### src/rtl/control_unit.sv
// control_unit: hardwired Moore sequencer for the Mini-SRC datapath.
// Steps fetch (T0..T2), decodes the opcode in T3 and walks a per-class
// execute path, driving register-select, ALU and Y/Z/HI/LO/MAR/MDR/PC strobes.
// Outputs are a decode of the present state and the IR in the same cycle, so
// opcode and Gr* always reflect the instruction currently on IR.
module control_unit #(
    parameter int OPW           = 5,
    parameter int RESET_PC_HOLD = 1
) (
    input  logic           clock,
    input  logic           clear,
    input  logic [31:0]    IR,
    input  logic           mem_ready,
    output logic           PCout,
    output logic           IncPC,
    output logic           PCin,
    output logic           MARin,
    output logic           Read,
    output logic           MDRin,
    output logic           MDRout,
    output logic           IRin,
    output logic           Yin,
    output logic           Zlowin,
    output logic           Zhighin,
    output logic           Zlowout,
    output logic           Zhighout,
    output logic           HIin,
    output logic           LOin,
    output logic           HIout,
    output logic           LOout,
    output logic           Gra,
    output logic           Grb,
    output logic           Grc,
    output logic           Rin,
    output logic           Rout,
    output logic [OPW-1:0] opcode,
    output logic           run,
    output logic           illegal,
    output logic [3:0]     step
);

    // State encoding doubles as the debug step value.
    typedef enum logic [3:0] {
        S_RESET  = 4'd0,
        S_T0     = 4'd1,
        S_T1     = 4'd2,
        S_T2     = 4'd3,
        S_T3     = 4'd4,
        S_ALU_T4 = 4'd5,
        S_ALU_T5 = 4'd6,
        S_MD_T4  = 4'd7,
        S_MD_T5  = 4'd8,
        S_MD_T6  = 4'd9,
        S_UN_T4  = 4'd10,
        S_HALT   = 4'd15
    } state_t;

    // Instruction classes; each class owns its own execute path after T3.
    typedef enum logic [2:0] {
        C_ALU,
        C_MULDIV,
        C_UNARY,
        C_NOP,
        C_HALT,
        C_ILLEGAL
    } op_class_t;

    localparam logic [OPW-1:0] OP_ADD  = OPW'(5'b00011);
    localparam logic [OPW-1:0] OP_OR   = OPW'(5'b01011);
    localparam logic [OPW-1:0] OP_MUL  = OPW'(5'b01111);
    localparam logic [OPW-1:0] OP_DIV  = OPW'(5'b10000);
    localparam logic [OPW-1:0] OP_NEG  = OPW'(5'b10001);
    localparam logic [OPW-1:0] OP_NOT  = OPW'(5'b10010);
    localparam logic [OPW-1:0] OP_NOP  = OPW'(5'b11010);
    localparam logic [OPW-1:0] OP_HALT = OPW'(5'b11011);

    // Reset hold counter: counts cycles spent in S_RESET after clear drops.
    // A hold of 0 still costs the one S_RESET cycle that clear leaves behind.
    localparam int HOLD_W = (RESET_PC_HOLD > 1) ? $clog2(RESET_PC_HOLD) : 1;
    localparam logic [HOLD_W-1:0] HOLD_LAST =
        HOLD_W'((RESET_PC_HOLD > 1) ? RESET_PC_HOLD - 1 : 0);

    state_t            state;
    op_class_t         op_class;
    logic [HOLD_W-1:0] hold_cnt;
    logic [OPW-1:0]    op;

    // Register fields are decoded by the register file from Gra/Grb/Grc.
    logic unused_ir_fields;

    assign op               = IR[31 -: OPW];
    assign unused_ir_fields = ^IR[31-OPW:0];
    assign step             = state;

    // Classify the opcode currently on IR.
    always_comb begin
        // NOTE: give every combinational output a default before any branch so no path infers a latch.
        op_class = C_ILLEGAL;
        if (op >= OP_ADD && op <= OP_OR) begin
            op_class = C_ALU;
        end else if (op == OP_MUL || op == OP_DIV) begin
            op_class = C_MULDIV;
        end else if (op == OP_NEG || op == OP_NOT) begin
            op_class = C_UNARY;
        end else if (op == OP_NOP) begin
            op_class = C_NOP;
        end else if (op == OP_HALT) begin
            op_class = C_HALT;
        end
    end

    // Sequencer: fetch, decode on T3, then the class-specific execute path.
    always_ff @(posedge clock) begin
        // NOTE: sequential state uses non-blocking assignments so every flop samples pre-edge values.
        if (clear) begin
            state    <= S_RESET;
            hold_cnt <= '0;
        end else begin
            case (state)
                S_RESET: begin
                    if (hold_cnt == HOLD_LAST) begin
                        state <= S_T0;
                    end else begin
                        hold_cnt <= hold_cnt + HOLD_W'(1);
                    end
                end
                S_T0:     state <= S_T1;
                S_T1:     if (mem_ready) state <= S_T2;
                S_T2:     state <= S_T3;
                S_T3: begin
                    case (op_class)
                        C_ALU:    state <= S_ALU_T4;
                        C_MULDIV: state <= S_MD_T4;
                        C_UNARY:  state <= S_UN_T4;
                        C_HALT:   state <= S_HALT;
                        default:  state <= S_T0;
                    endcase
                end
                S_ALU_T4: state <= S_ALU_T5;
                S_ALU_T5: state <= S_T0;
                S_MD_T4:  state <= S_MD_T5;
                S_MD_T5:  state <= S_MD_T6;
                S_MD_T6:  state <= S_T0;
                S_UN_T4:  state <= S_T0;
                S_HALT:   state <= S_HALT;
                default:  state <= S_RESET;
            endcase
        end
    end

    // Strobe decode of the present state; clear forces everything quiet at once.
    always_comb begin
        PCout    = 1'b0;
        IncPC    = 1'b0;
        PCin     = 1'b0;
        MARin    = 1'b0;
        Read     = 1'b0;
        MDRin    = 1'b0;
        MDRout   = 1'b0;
        IRin     = 1'b0;
        Yin      = 1'b0;
        Zlowin   = 1'b0;
        Zhighin  = 1'b0;
        Zlowout  = 1'b0;
        Zhighout = 1'b0;
        HIin     = 1'b0;
        LOin     = 1'b0;
        HIout    = 1'b0;
        LOout    = 1'b0;
        Gra      = 1'b0;
        Grb      = 1'b0;
        Grc      = 1'b0;
        Rin      = 1'b0;
        Rout     = 1'b0;
        opcode   = '0;
        illegal  = 1'b0;
        run      = 1'b1;
        if (!clear) begin
            case (state)
                S_T0: begin
                    PCout = 1'b1;
                    MARin = 1'b1;
                    IncPC = 1'b1;
                    PCin  = 1'b1;
                end
                S_T1: begin
                    Read  = 1'b1;
                    MDRin = 1'b1;
                end
                S_T2: begin
                    MDRout = 1'b1;
                    IRin   = 1'b1;
                end
                S_T3: begin
                    case (op_class)
                        C_ALU: begin
                            Grb  = 1'b1;
                            Rout = 1'b1;
                            Yin  = 1'b1;
                        end
                        C_MULDIV: begin
                            Gra  = 1'b1;
                            Rout = 1'b1;
                            Yin  = 1'b1;
                        end
                        C_UNARY: begin
                            Grb    = 1'b1;
                            Rout   = 1'b1;
                            opcode = op;
                            Zlowin = 1'b1;
                        end
                        C_ILLEGAL: illegal = 1'b1;
                        default: ;
                    endcase
                end
                S_ALU_T4: begin
                    Grc    = 1'b1;
                    Rout   = 1'b1;
                    opcode = op;
                    Zlowin = 1'b1;
                end
                S_ALU_T5, S_UN_T4: begin
                    Zlowout = 1'b1;
                    Gra     = 1'b1;
                    Rin     = 1'b1;
                end
                S_MD_T4: begin
                    Grb     = 1'b1;
                    Rout    = 1'b1;
                    opcode  = op;
                    Zlowin  = 1'b1;
                    Zhighin = 1'b1;
                end
                S_MD_T5: begin
                    Zlowout = 1'b1;
                    LOin    = 1'b1;
                end
                S_MD_T6: begin
                    Zhighout = 1'b1;
                    HIin     = 1'b1;
                end
                S_HALT:  run = 1'b0;
                default: ;
            endcase
        end
    end

endmodule
### config.mk
export PLATFORM = sky130hd
export DESIGN_NAME = control_unit
export DESIGN_NICKNAME = d
export VERILOG_FILES = /design/src/rtl/control_unit.sv
export SDC_FILE = /design/constraint.sdc
export NUM_CORES = 1
export LEC_CHECK = 0
export CAP_MARGIN = 15
export CORE_MARGIN = 4
export CORE_UTILIZATION = 32
export DETAILED_ROUTE_END_ITERATION = 8
export PLACE_DENSITY = 0.92
export SLEW_MARGIN = 5
export SYNTH_ARGS = -nofsm -noshare
export SYNTH_HDL_FRONTEND = slang
export SYNTH_SLANG_ARGS = --single-unit
### constraint.sdc
create_clock -name clock -period 1.71 [get_ports clock]
set_input_delay 0.342 -clock clock [delete_from_list [all_inputs] [get_ports clock]]
set_output_delay 0.342 -clock clock [all_outputs]
set_load 0.005 [all_outputs]
[Word level (Yosys, flattened, before mapping)]
Cells that the tools add are included.
W data, S select, Z words.
Cells by class
  add/subtract/negate cells: 1
  magnitude comparators: 2
  eq/ne operators: 23
  muxes and demuxes: 51
  reduce and logical (&&, ||, !) cells: 13
Operators by type and width (number)
  $pmux W4 S10: 1
  $mux W1: 36
  $eq A5 B5 Y1 const B: 5
  $eq A4 B3 Y1 const B: 4
  $eq A4 B4 Y1 const B: 4
  $pmux W4 S4: 1
  $mux W3: 4
  $mux W5: 2
  $pmux W5 S2: 1
  $reduce_or A3 Y1: 3
  $eq A4 B2 Y1 const B: 2
  $mux W4: 2
  $pmux W1 S2: 4
  $reduce_or A2 Y1: 4
  $eq A3 B3 Y1 const B: 2
  $eq A5 B4 Y1 const B: 1
  $ge A5 B2 Y1 const B: 1
  $le A5 B4 Y1 const B: 1
  $eq A4 B1 Y1 const B: 1
  $logic_not A4 Y1: 1
  $ne A2 B2 Y1 const B: 2
  $eq A3 B1 Y1 const B: 1
  $eq A3 B2 Y1 const B: 1
  $logic_not A3 Y1: 1
  other kinds (4): 5
Word-level totals
  register bits after elaboration: 5
  input bits: 35
  output and inout bits: 33

[Depth between registers and ports, before layout]
  word-level depth: 11
  gate-level depth with buffers: 5
  mapped depth without buffers: 4

[Worst setup path after synthesis]
Ideal clock, no wire load.
  path type: flip-flop to output port
  start point: register state[2], in the netlist step[2]
  end point: output MARin
  data arrival time: 1.276 ns
  data required time: 1.368 ns
  slack: 0.092 ns
  cell stages (with the launch flop): 5
  path buffers: 2
  cell sequence: dfxtp_1 > buf_2 > or3_1 > nor2_1 > buf_4
On the way
  cells in the longest elaborated chain, start to end: 3
Ends and longest elaborated chain
  start, declared: line 83  | state_t state;
  start signal, assigned: line 116  | state <= S_RESET;
  start signal, assigned: line 122  | state <= S_T0;
  start signal, assigned: line 127  | S_T0: state <= S_T1;
  $eq A4 B1 Y1
  $mux W1 (2 in a row)
  end, declared: line 17  | output logic MARin,
Every way passes these cells.

[Worst setup path after layout]
  start point: register state[1], in the netlist step[1]
  end point: output opcode[4]
On the way
  cells in the longest elaborated chain, start to end: 4
  elaborated cells on any way between the ends: 6
Ends and longest elaborated chain
  $eq A4 B3 Y1: line 179  | case (state)
  $reduce_or A2 Y1 (no source line)
  $pmux W5 S2 *: line 179
  $mux W5 *: line 178  | if (!clear) begin
  end, declared: line 36  | output logic [OPW-1:0] opcode,
Every way passes the cells marked *; elsewhere a longest branch is shown, timed or not.

==> results.json <==
{
  "outcome": "finished with violations",
  "failed_checks": "negative setup slack",
  "insertion_delay_ps": 250,
  "cp_slowest_cell": "dfxtp_4",
  "p_int_uw": 392,
  "fin_ws_ps": -173,
  "peakVddDrop_mv": 0.392,
  "netlist_top_cells_area": "dfxtp_1 (10%), buf_4 (8.6%), nand2b_1 (6.3%)",
  "pwr-share-clk": 0.198,
  "multiInputGateArea_um2": 836,
  "dpl-instance-area_um2": 1360,
  "final_area_um2": 1730,
  "grt_max_degree": 12,
  "place_congestion": 0.866,
  "path_cells": "buf_6 > nor4b_4 > o21a_4 > buf_6 > and2_4 > buf_6",
  "clockRootBuffer": "clkbuf_4",
  "cts.sinks": 4,
  "async_flop_share": 0,
  "yosysTopAreaCellShare": 0.102,
  "grt.overflow.total": 0,
  "synth-seq-cells": 4,
  "yosysUniqueCellTypes": 46,
  "cts_tree": "done",
  "drt_iter0_drc": 44,
  "port_buffers": 38,
  "seqPwrFrac": 0.177,
  "worstReg2RegEnd": "step[1]",
  "fin_skew_ps": 5.75,
  "largest_reg_flops": 4,
  "synth.most_common_cell": "nor2_1",
  "ant_nets": 0,
  "hold_end": "step[2]",
  "whs_path_depth": 2,
  "vias": 1263,
  "rsz0062_at_grt": "yes",
  "grt_pass1_wl_mm": 6.18,
  "syn2layout_area_growth_pct": 120,
  "die-area_um2": 3320,
  "io_pins": 68,
  "powerDensity_nw_per_um2": 375,
  "drcViolationCount": 0,
  "p_leak_nw": 0.833,
  "cp_max_fo": 6,
  "cpLargestDelayFamily": "simple AND/OR/NAND/NOR gates",
  "p_sw_uw": 257,
  "crit_type": "reg2out",
  "dieWidth_um": 57.6,
  "slew_violations": 0,
  "cp_num_buf_inv": 3,
  "r2r_cells": 7,
  "worstPathRequired_ps": 1370,
  "clock_tree.buffer_depth": 2,
  "crit_path_end_kind": "output pin",
  "first_global_vias": 1314,
  "clk_pin_slew_worst_paths_ps": 40,
  "yosys_warnings": 0,
  "htreeDepth": 1,
  "fp.coreArea_um2": 2280,
  "wl_mm": 4.13,
  "timing.critical_path.mode_cell": "buf_6",
  "synth-edff-count": 0,
  "drv_cap": 0,
  "avgRoutedWirePerCell_um": 19.0,
  "hp-class": "in2reg",
  "p_sw_frac": 0.396,
  "setup.worst_path.start_class": "flip-flop",
  "yosysTopAreaCell": "dfxtp_1",
  "fin_nets": 226,
  "seq_area_frac_synth": 0.102,
  "antenna_found_initial": 0,
  "initial_core_util": 0.346,
  "power.total_uw": 648,
  "min-delay-start": "clear",
  "nFillCells": 131,
  "ff_latch_area_um2": 92.6,
  "vias_per_cell": 5.82,
  "setup_viol": 16,
  "diodes": 0,
  "die_y_um": 57.6,
  "slowest_delay_ps": 370,
  "hpwl_mm": 2.29,
  "synth_ff_type": "dfxtp_1",
  "min_period_over_period": 1.10,
  "cts-buffers-inserted": 3,
  "combinationalPowerShare": 0.626,
  "synthTopCellsByCount": "nor2_1 (13), buf_4 (9), nand2b_1 (8)",
  "netlist_instances": 112,
  "max_freq_ghz": 0.531,
  "synth.avg_cell_area_um2": 7.04,
  "grtUsageTotal": 0.238,
  "placementRows": 17,
  "timing.rr.start": "step[3]",
  "ff2ff_setup_slack_ps": 80,
  "first_pass_iters": 4,
  "arrival_ps": 1540,
  "ctsHoldBuffers": 0,
  "drive_above_1_share": 0.725,
  "hold_viol": 0,
  "synth_area_um2": 788,
  "min_period_ps": 1880
}
## kinds of logic after synthesis
group / after synthesis / share of synthesized area
xor+xnor: 3 / 0.0429
simple gates: 54 / 0.422
compound gates: 29 / 0.257
buf+inv: 21 / 0.171
other cells: 1 / 0.00476
flops: 4 / 0.102
## per-layer routing
| layer | track usage | up-vias | wire, um |
|---|---|---|---|
| li1 | - | 550 | - |
| met1 | 0.245 | 599 | 1510 |
| met2 | 0.410 | 87 | 2100 |
| met3 | 0.0646 | 27 | 332 |
| met4 | 0.179 | 0 | 182 |
| met5 | 0 | - | 0 |
## worst register-to-register path, stage by stage, from the launching register on
cell and delay, ps:
dfxtp_4 380, buf_6 130, buf_6 110, buf_4 120
or4b_1 470, o221ai_1 100, a21oi_1 80, nor2_1 160
## worst max path at each step
stage	start	endpoint	depth (start not counted)
CTS	step[2]	opcode[4]	8
floorplan	step[2]	MARin	4
finish	step[1]	opcode[4]	6
global route	step[1]	opcode[4]	6
detailed placement	IR[31]	Gra	7
global placement	IR[28]	Rout	6
## through the flow
step                setup WS, ps  TNS, ps  std cells   util  hold slack, ps
finish                      -173    -1180        217  0.760             545
global route                -216    -1980        217  0.760             539
CTS                         -108     -790        214  0.705             516
detailed placement          -821   -18020        198  0.598             748
global placement            -759   -16530        198  0.598             720
floorplan                   91.9        0        113      -             658
## power groups by stage
stage               Combinational [mW]  Sequential, mW  Clock, mW
floorplan                        0.142           0.111          0
global placement                 0.274           0.112          0
detailed placement               0.285           0.112          0
CTS                              0.346           0.111      0.119
global route                     0.428           0.116      0.134
finish                           0.405           0.115      0.128
## timing repair
action	CTS	global route
pin swaps	20	22
setup buffers	14	5
endpoints found under the setup margin	28	26
resized for setup	183	33
## cells in the final DEF, fill, tap and decap left out, drive strengths merged, types with 2 or more instances in the layout
master         Yosys  layout
and2               4       4
and3               3       3
or4b               2       2
nor4               2       2
or3                4       4
nor2              14      14
nand2              4       4
a21boi             2       2
o21ai              5       5
clkdlybuf4s15      0       2
or2                2       2
nor4b              2       2
clkdlybuf4s50      0       3
inv                3       3
dfxtp              4       4
conb               1       2
o311a              2       2
nand2b             8       8
a211oi             2       2
a21oi              8       8
xnor2              3       3
nor2b              3       3
buf               17      82
nor3               3       3
clkbuf             1       5
## cell type report
type,count,area share
Inverter,3,0.00651
Clock buffer,3,0.0130
Multi-Input combinational cell,88,0.483
Timing Repair Buffer,91,0.424
Sequential cell,4,0.0535
Tap cell,28,0.0202
Note: power is estimated with default switching activity, not from simulation.
